File: src/rtl/mips_test_sequencer.sv
// mips_test_sequencer: copies a program ROM into the MIPS core's imem, steps the core, then checks its register file.
// Latency: start to done = 1 + (num_instr ? num_instr+1 : 0) + run_cycles + REG_COUNT + 2 cycles.
// Backpressure: none; start is a one-cycle request taken only in IDLE and ignored while busy.
//
// Ports:
//   clock, reset_n            : rising-edge clock, asynchronous active-low reset
//   start, num_instr,
//   run_cycles, check_mask    : job request and its parameters, latched when start is accepted
//   rom_addr / rom_data       : program ROM read port (data one cycle after address)
//   imem_we/addr/wdata        : instruction memory write port
//   core_en                   : core clock-enable, high only while running the program
//   rf_raddr / rf_rdata       : register file read port (combinational read)
//   exp_addr / exp_data       : expected-value ROM read port (data one cycle after address)
//   busy, done, pass,
//   fail_count, first_fail_*  : status and result, results held until the next accepted start
module mips_test_sequencer #(
   parameter int DATA_WIDTH      = 32,
   parameter int IMEM_ADDR_WIDTH = 5,
   parameter int REG_ADDR_WIDTH  = 5,
   parameter int REG_COUNT       = 32,
   parameter int CYCLE_WIDTH     = 16,
   parameter int FAIL_WIDTH      = 6
) (
   input  logic                       clock,
   input  logic                       reset_n,
   input  logic                       start,
   input  logic [IMEM_ADDR_WIDTH:0]   num_instr,
   input  logic [CYCLE_WIDTH-1:0]     run_cycles,
   input  logic [REG_COUNT-1:0]       check_mask,
   output logic [IMEM_ADDR_WIDTH-1:0] rom_addr,
   input  logic [DATA_WIDTH-1:0]      rom_data,
   output logic                       imem_we,
   output logic [IMEM_ADDR_WIDTH-1:0] imem_addr,
   output logic [DATA_WIDTH-1:0]      imem_wdata,
   output logic                       core_en,
   output logic [REG_ADDR_WIDTH-1:0]  rf_raddr,
   input  logic [DATA_WIDTH-1:0]      rf_rdata,
   output logic [REG_ADDR_WIDTH-1:0]  exp_addr,
   input  logic [DATA_WIDTH-1:0]      exp_data,
   output logic                       busy,
   output logic                       done,
   output logic                       pass,
   output logic [FAIL_WIDTH-1:0]      fail_count,
   output logic [REG_ADDR_WIDTH-1:0]  first_fail_reg,
   output logic                       first_fail_valid
);

   localparam int LW = IMEM_ADDR_WIDTH + 1;
   localparam int CW = REG_ADDR_WIDTH + 1;
   localparam logic [CW-1:0] CHK_LAST = CW'(REG_COUNT);

   typedef enum logic [2:0] {
      IDLE   = 3'd0,
      LOAD   = 3'd1,
      RUN    = 3'd2,
      CHECK  = 3'd3,
      FINISH = 3'd4
   } state_t;

   state_t                     state;
   logic [LW-1:0]              num_q;
   logic [REG_COUNT-1:0]       mask_q;
   logic [LW-1:0]              ld_cnt;    // LOAD cycle index, one wider than imem address so depth never wraps
   logic [CYCLE_WIDTH-1:0]     run_cnt;   // holds run_cycles until RUN, then counts down remaining core_en cycles
   logic [CW-1:0]              chk_cnt;   // CHECK cycle index 0..REG_COUNT
   logic [DATA_WIDTH-1:0]      rf_q;      // register value read in the previous CHECK cycle
   logic [REG_ADDR_WIDTH-1:0]  cmp_idx;   // register index that rf_q belongs to
   logic                       cmp_vld;   // rf_q / exp_data hold a pair to compare this cycle

   logic [LW-1:0]              ld_nxt;
   logic [CW-1:0]              chk_nxt;
   logic                       mism;
   logic [FAIL_WIDTH-1:0]      fail_nxt;

   always_comb begin
      ld_nxt   = ld_cnt + LW'(1);
      chk_nxt  = chk_cnt + CW'(1);
      mism     = cmp_vld && mask_q[cmp_idx] && (rf_q != exp_data);
      fail_nxt = fail_count;
      if (mism && (fail_count != '1)) begin
         fail_nxt = fail_count + FAIL_WIDTH'(1);
      end
   end

   // ROM data arrives the cycle after its address, which is exactly the cycle
   // imem_we is high for that word, so the data is forwarded rather than registered.
   assign imem_wdata = imem_we ? rom_data : '0;

   always_ff @(posedge clock or negedge reset_n) begin
      if (!reset_n) begin
         state            <= IDLE;
         num_q            <= '0;
         mask_q           <= '0;
         ld_cnt           <= '0;
         run_cnt          <= '0;
         chk_cnt          <= '0;
         rf_q             <= '0;
         cmp_idx          <= '0;
         cmp_vld          <= 1'b0;
         rom_addr         <= '0;
         imem_we          <= 1'b0;
         imem_addr        <= '0;
         core_en          <= 1'b0;
         rf_raddr         <= '0;
         exp_addr         <= '0;
         busy             <= 1'b0;
         done             <= 1'b0;
         pass             <= 1'b0;
         fail_count       <= '0;
         first_fail_reg   <= '0;
         first_fail_valid <= 1'b0;
      end else begin
         done <= 1'b0;
         case (state)
            IDLE: begin
               if (start) begin
                  num_q            <= num_instr;
                  mask_q           <= check_mask;
                  run_cnt          <= run_cycles;
                  ld_cnt           <= '0;
                  chk_cnt          <= '0;
                  cmp_vld          <= 1'b0;
                  pass             <= 1'b0;
                  fail_count       <= '0;
                  first_fail_reg   <= '0;
                  first_fail_valid <= 1'b0;
                  busy             <= 1'b1;
                  // rom_addr, rf_raddr and exp_addr are already 0 outside their phases
                  if (num_instr != '0) begin
                     state <= LOAD;
                  end else if (run_cycles != '0) begin
                     state   <= RUN;
                     core_en <= 1'b1;
                  end else begin
                     state <= CHECK;
                  end
               end
            end

            LOAD: begin
               ld_cnt <= ld_nxt;
               if (ld_cnt == num_q) begin
                  // last LOAD cycle: final write is on the bus now
                  imem_we   <= 1'b0;
                  imem_addr <= '0;
                  rom_addr  <= '0;
                  if (run_cnt != '0) begin
                     state   <= RUN;
                     core_en <= 1'b1;
                  end else begin
                     state <= CHECK;
                  end
               end else begin
                  imem_we   <= 1'b1;
                  imem_addr <= ld_cnt[IMEM_ADDR_WIDTH-1:0];
                  rom_addr  <= (ld_nxt < num_q) ? ld_nxt[IMEM_ADDR_WIDTH-1:0] : '0;
               end
            end

            RUN: begin
               if (run_cnt == CYCLE_WIDTH'(1)) begin
                  core_en <= 1'b0;
                  run_cnt <= '0;
                  state   <= CHECK;
               end else begin
                  run_cnt <= run_cnt - CYCLE_WIDTH'(1);
               end
            end

            CHECK: begin
               chk_cnt    <= chk_nxt;
               fail_count <= fail_nxt;
               if (mism && !first_fail_valid) begin
                  first_fail_reg   <= cmp_idx;
                  first_fail_valid <= 1'b1;
               end
               if (chk_cnt == CHK_LAST) begin
                  // drain cycle: last compare happens now, result is final
                  cmp_vld  <= 1'b0;
                  rf_raddr <= '0;
                  exp_addr <= '0;
                  done     <= 1'b1;
                  pass     <= (fail_nxt == '0);
                  state    <= FINISH;
               end else begin
                  rf_q     <= rf_rdata;
                  cmp_idx  <= chk_cnt[REG_ADDR_WIDTH-1:0];
                  cmp_vld  <= 1'b1;
                  rf_raddr <= (chk_nxt < CHK_LAST) ? chk_nxt[REG_ADDR_WIDTH-1:0] : '0;
                  exp_addr <= (chk_nxt < CHK_LAST) ? chk_nxt[REG_ADDR_WIDTH-1:0] : '0;
               end
            end

            FINISH: begin
               busy  <= 1'b0;
               state <= IDLE;
            end

            default: begin
               state <= IDLE;
            end
         endcase
      end
   end

endmodule

File: config.mk
export PLATFORM = sky130hd
export DESIGN_NAME = mips_test_sequencer
export DESIGN_NICKNAME = d
export VERILOG_FILES = /design/src/rtl/mips_test_sequencer.sv
export SDC_FILE = /design/constraint.sdc
export NUM_CORES = 1
export LEC_CHECK = 0
export ABC_AREA = 1
export CORE_ASPECT_RATIO = 1.2
export CORE_MARGIN = 2
export CORE_UTILIZATION = 48
export DETAILED_ROUTE_END_ITERATION = 8
export PLACE_DENSITY = 0.81
export SETUP_SLACK_MARGIN = 0.2
export SYNTH_ARGS = -nofsm -noshare
export SYNTH_HDL_FRONTEND = slang
export SYNTH_SLANG_ARGS = --single-unit
File: constraint.sdc
create_clock -name clock -period 2.4 [get_ports clock]
set_input_delay 0.24 -clock clock [delete_from_list [all_inputs] [get_ports clock]]
set_output_delay 0.24 -clock clock [all_outputs]
set_load 0.005 [all_outputs]
==> impl_metrics.env, run 1 <==
export IMPL_status="completed"
export IMPL_cts_root_buf="clkbuf_16"
export IMPL_setup_viol_count_final=0
export IMPL_htreeDepth=4
export IMPL_clockBufferDepth=2
export IMPL_synth_cell_type_count=38
export IMPL_clock_sinks=139
export IMPL_syn_nets=1162
export IMPL_hold_viol=0
export IMPL_synthTopCellsByArea="dfrtp_1 (47%), nand2_1 (17%), inv_1 (7.4%)"
export IMPL_power_density_mw_per_mm2=498.8
export IMPL_syn_area_mm2=0.007458
export IMPL_required_ns=2.75
export IMPL_fill_cells=1216
export IMPL_num_antenna_cells=0
export IMPL_relSlewSlack=0.5135
export IMPL_grt_pass1_wl_um=33280
export IMPL_cts_buffers=17
export IMPL_hold_depth=3
export IMPL_wl_met2_um=10520
export IMPL_num_vias=7210
export IMPL_cpPeakStageDelay_ns=0.45
export IMPL_hold_worst_slack_ns=0.3348
export IMPL_r2r_cells=12
export IMPL_routed_top_layer="met4"
export IMPL_syn_inst=997
export IMPL_die_width_um=117.8
export IMPL_layout_cells_most_common_list="nand2_1 (338), clkdlybuf4s50_1 (220), inv_1 (146)"
export IMPL_die_y_um=140.6
export IMPL_power_total_w=0.005294
export IMPL_tritoncts="done"
export IMPL_avgSynthCellArea_um2=7.481
export IMPL_netlist_top_cell_by_area="dfrtp_1"
export IMPL_async_flop_share=1.000
export IMPL_num_rows=49
export IMPL_slew_viol_final=0
export IMPL_fmax_mhz=435.6
export IMPL_area_growth_pct=42.29
export IMPL_wl_um=20670
export IMPL_gr_total_overflow=0
export IMPL_rsz0062_at_grt="yes"
export IMPL_detail_route_wl_per_cell_um=14.36
export IMPL_synth_top_area_share=0.4664
export IMPL_worstSetupStartpointType="register"
export IMPL_final_antenna_net_count=0
export IMPL_route_detailed_drc=0
export IMPL_wl_met3_um=1502
export IMPL_grt_pass1_vias=7016
export IMPL_clkLatencyLatePin_ns=0.43
export IMPL_dr_pass1_iters=5
export IMPL_dp_hpwl_um=15510
export IMPL_buffer_ports_inserted=221
export IMPL_yosysSeqAreaShare=0.4664
export IMPL_path_clk_slew_ns=0.06
export IMPL_final_common_cell="nand2_1"
export IMPL_drtIter0Drc=427
export IMPL_synth_edf_count=0
export IMPL_path_cells="buf_6, inv_1, o31ai_1, nand2_1, inv_1, ha_4, o21a_1, o21ai_1, nand2_1, a21oi_2, nand3_2, o21ai_1"
export IMPL_clock_skew_ns=0.01061
export IMPL_io_pins=222
export IMPL_slowest_stage="dfrtp_1"
export IMPL_leakage_nw=5.160
export IMPL_worstMarginPinSlew_ns=0.7298
export IMPL_hold_path_class="in -> reg"
export IMPL_final_area_mm2=0.01061
export IMPL_yosysWarningCount=0
export IMPL_gp_congestion=0.9556
export IMPL_cp_max_fo=5
export IMPL_antenna_found_initial=0
export IMPL_fin_nets=1387
export IMPL_crit_type="reg -> reg"
export IMPL_grt_max_degree=77
export IMPL_period_minus_slack_ns=2.296
export IMPL_reg_largest_list="mask_q: 32 flops, rf_q: 32 flops, run_cnt: 16 flops"
export IMPL_synth_ff_type="dfrtp_1"
export IMPL_wl_met1_um=8081
export IMPL_maxCapViolations=0
export IMPL_die_area_mm2=0.01656
export IMPL_drive_above_1_share=0.06478
export IMPL_place_area_mm2=0.009894
export IMPL_ys_seq_elements=139
export IMPL_arrival_ns=2.65
export IMPL_via_per_inst=5.010
export IMPL_start_util=0.4945
export IMPL_fin_crit_sh=0.9566
export IMPL_track_usage=0.2521
export IMPL_coreArea_mm2=0.01508
export IMPL_irDropWorstVdd_mv=0.5079
export IMPL_tns_ns=0
export IMPL_cp_end_kind="register"
-- through the flow --
step | worst slack, ns | util | std cells
after floorplan | 0.4109 | - | 997
after global placement | 0.2232 | 0.6560 | 1402
after detailed placement | 0.1158 | 0.6560 | 1402
after CTS | 0.2323 | 0.6968 | 1436
after global routing | 0.05369 | 0.7037 | 1439
final | 0.1042 | 0.7037 | 1439
-- power breakdown --
part | leakage (nW) | internal [W] | switching (W)
clock | 0.268 | 0.00156 | 0.00103
combinational | 3.38 | 0.000244 | 0.000117
sequential | 1.51 | 0.00234 | 0
-- Yosys cell counts (3+ instances only) --
library cell,number
a22oi_1,3
dfrtp_1,139
xor2_1,15
nand4_1,9
ha_1,12
nand2_1,339
clkinv_1,3
a21oi_1,14
buf_4,7
buf_2,11
nor2_1,49
o21ai_1,16
xnor2_1,19
o31ai_1,3
o21ai_0,100
o21a_1,4
inv_1,147
nor3_1,8
o22ai_1,12
inv_2,5
nand3_1,44
clkbuf_1,15
-- critical path, delay by kind of cell, from the launching register on --
kind | cells | cell delay, ns
adder cells (fa/ha/maj) | 1 | 0.20
AND/OR/NAND/NOR | 3 | 0.42
buffers and inverters | 3 | 0.31
flip-flops | 1 | 0.45
AO/OA/AOI/OAI | 5 | 0.83
-- layout make-up --
type / instances / area (µm²) / share of cell area
Timing Repair Buffer: 242 / 2427 / 0.2287
Tap cell: 204 / 255.2 / 0.02405
Clock buffer: 19 / 442.9 / 0.04174
Multi-Input combinational cell: 667 / 3278 / 0.3089
Inverter: 155 / 584.3 / 0.05506
Sequential cell: 139 / 3480 / 0.3279
Clock inverter: 13 / 145.1 / 0.01368
-- cells by family after synthesis --
kind of cell / Yosys count / share of synthesized area
compound gates: 158 / 0.1134
xor+xnor: 34 / 0.03993
fa+ha+maj: 12 / 0.02013
buf+inv: 191 / 0.1035
flops: 139 / 0.4664
simple gates: 463 / 0.2567
-- path summary, 6_finish.rpt --
kind | start | end | slack (ns)
setup reg to reg | ld_cnt[0] | rom_addr[1] | 0.10
hold reg to reg | imem_we | imem_we | 0.48
hold / removal | rf_rdata[14] | rf_q[14] | 0.33
min in group asynchronous | reset_n | rf_q[14] | 0.39
setup / recovery | ld_cnt[0] | rom_addr[1] | 0.10
max in group asynchronous | reset_n | mask_q[29] | 1.32
-- metal layers --
metal / track usage / vias up
li1: - / 3560
met1: 0.2902 / 3307
met2: 0.4483 / 303
met3: 0.07288 / 40
met4: 0.08687 / 0
met5: 0 / -
-- repair_timing --
action / in CTS / in global routing
endpoints found under the setup margin: 5 / 15
hold endpoints to repair: 74 / 0
hold buffers: 1 / 0
pin swaps: 2 / 13
resized for setup: 8 / 16
setup buffers: 1 / 3
gates cloned: 0 / 0
Power figures use the tool's default switching activity.
==> inputs of run 2 (changes only) <==
CAP_MARGIN = 20   (was unset)
==> results of run 2 <==
No change in the layout: final DEF, timing and power equal those of run 1.
==> inputs of run 3 (changes only) <==
SKIP_CTS_REPAIR_TIMING = 1   (was unset)
==> impl_metrics.env, run 3 (synthesis results as in run 1) <==
export IMPL_cts_root_buf="clkbuf_16"
export IMPL_worstSetupStartpointType="register"
export IMPL_final_antenna_net_count=0
export IMPL_maxCapViolations=0
export IMPL_cp_end_kind="register"
export IMPL_grt_pass1_vias=7011
export IMPL_clockBufferDepth=2
export IMPL_route_detailed_drc=0
export IMPL_htreeDepth=4
export IMPL_clock_skew_ns=0.009964
export IMPL_tns_ns=0
export IMPL_finalNonFillerCells=1437
export IMPL_dr_pass1_iters=5
export IMPL_track_usage=0.2509
export IMPL_antenna_found_initial=0
export IMPL_drtIter0Drc=389
export IMPL_power_density_mw_per_mm2=500.5
export IMPL_setup_slack_ns=0.2055
export IMPL_worstMarginPinSlew_ns=0.7187
export IMPL_detail_route_wl_per_cell_um=14.30
export IMPL_layout_cells_most_common_list="nand2_1 (338), clkdlybuf4s50_1 (220), inv_1 (147)"
export IMPL_period_minus_slack_ns=2.195
export IMPL_wl_um=20550
export IMPL_relSlewSlack=0.5209
export IMPL_seq_power_share=0.443
export IMPL_cp_max_fo=5
export IMPL_placed_cells=1402
export IMPL_die_width_um=117.8
export IMPL_path_clk_slew_ns=0.06
export IMPL_setup_viol_count_final=0
export IMPL_die_y_um=140.6
export IMPL_dp_hpwl_um=15510
export IMPL_grt_pass1_wl_um=33130
export IMPL_p_clk_frac=0.489
export IMPL_drive_above_1_share=0.05921
export IMPL_grt_max_degree=77
export IMPL_num_vias=7164
export IMPL_rrSetupSlack_ns=0.21
export IMPL_dp_slack_ns=0.1158
export IMPL_buffer_ports_inserted=221
export IMPL_p_sw_frac=0.2166
export IMPL_power_internal_w=0.004146
export IMPL_fmax_mhz=455.7
export IMPL_leakage_nw=5.151
export IMPL_num_antenna_cells=0
export IMPL_tritoncts="done"
export IMPL_start_util=0.4945
export IMPL_gr_total_overflow=0
export IMPL_cts_buffers=17
export IMPL_reg_largest_list="mask_q: 32 flops, rf_q: 32 flops, run_cnt: 16 flops"
export IMPL_clkLatencyLatePin_ns=0.43
export IMPL_num_rows=49
export IMPL_hold_viol=0
export IMPL_fin_nets=1385
export IMPL_io_pins=222
export IMPL_gp_congestion=0.9556
export IMPL_fin_crit_sh=0.9144
export IMPL_slew_viol_final=0
export IMPL_p_sw_w=0.001146
export IMPL_required_ns=2.75
export IMPL_coreArea_mm2=0.01508
export IMPL_fill_cells=1220
export IMPL_rsz0062_at_grt="yes"
export IMPL_crit_type="reg -> reg"
export IMPL_pwr_share_comb=0.068
export IMPL_die_area_mm2=0.01656
export IMPL_final_common_cell="nand2_1"
export IMPL_arrival_ns=2.54
export IMPL_irDropWorstVdd_mv=0.5084
export IMPL_area_growth_pct=41.75
export IMPL_clock_sinks=139
export IMPL_hold_path_class="in -> reg"
export IMPL_status="completed"
export IMPL_via_per_inst=4.985
## run 3: cell types whose count changed in the layout (fill, tap and decap cells not counted), sizes merged
cell | previous run | this run
buf | 21 | 19
## run 3: per-stage QoR
| stage | utilization | hold WS, ns | total power, W | cell area (µm²) |
|---|---|---|---|---|
| after CTS | 0.6950 | -0.1348 | 0.005324 | 10480 |
| final | 0.7010 | 0.3355 | 0.005292 | 10570 |
| after global routing | 0.7010 | 0.3472 | 0.005467 | 10570 |
| after detailed placement | 0.6560 | 0.3230 | 0.002751 | 9894 |
| after global placement | 0.6560 | 0.3213 | 0.002748 | 9894 |
| after floorplan | - | -0.05559 | 0.002427 | 7458 |
## run 3: routing by layer
| layer | vias up | GRT usage | routed length (µm) |
|---|---|---|---|
| met1 | 3294 | 0.2884 | 8147 |
| met5 | - | 0 | 0 |
| met3 | 39 | 0.07329 | 1408 |
| li1 | 3556 | - | - |
| met4 | 0 | 0.08814 | 512 |
| met2 | 275 | 0.4455 | 10480 |
## run 3: power by group through the flow
| stage | sequential, W | combinational [W] | clock (W) |
|---|---|---|---|
| after floorplan | 0.00239 | 0.0000396 | 0 |
| after global placement | 0.00239 | 0.000361 | 0 |
| after detailed placement | 0.00239 | 0.000364 | 0 |
| after CTS | 0.00234 | 0.000365 | 0.00262 |
| after global routing | 0.00234 | 0.000396 | 0.00273 |
| final | 0.00234 | 0.000361 | 0.00259 |
## run 3: path summary, 6_finish.rpt
check | start | endpoint | depth (start not counted)
setup / recovery | ld_cnt[0] | rom_addr[0] | 12
hold / removal | rf_rdata[14] | rf_q[14] | 3
setup reg to reg | ld_cnt[0] | rom_addr[0] | 12
hold reg to reg | imem_we | imem_we | 2
max in group asynchronous | reset_n | mask_q[10] | 3
min in group asynchronous | reset_n | rf_q[13] | 2
## run 3: area by class of cell
class	count	area (µm²)	area share
flip-flops and latches	139	3478	0.3290
multi-input cells	667	3254	0.3078
inverters	155	584.3	0.05527
clock inverters	13	145.1	0.01373
clock buffers	19	442.9	0.04189
well taps	204	255.2	0.02414
repair buffers	240	2412	0.2282
## run 3: worst max-delay path: stages, from the launching register on
cell	delay, ns
dfrtp_1	0.41
buf_6	0.14
inv_1	0.05
o31ai_1	0.19
nand2_1	0.14
inv_1	0.08
ha_1	0.24
o21a_1	0.12
o21ai_1	0.13
nand2_1	0.10
a21oi_2	0.17
nand3_2	0.17
o21ai_0	0.18
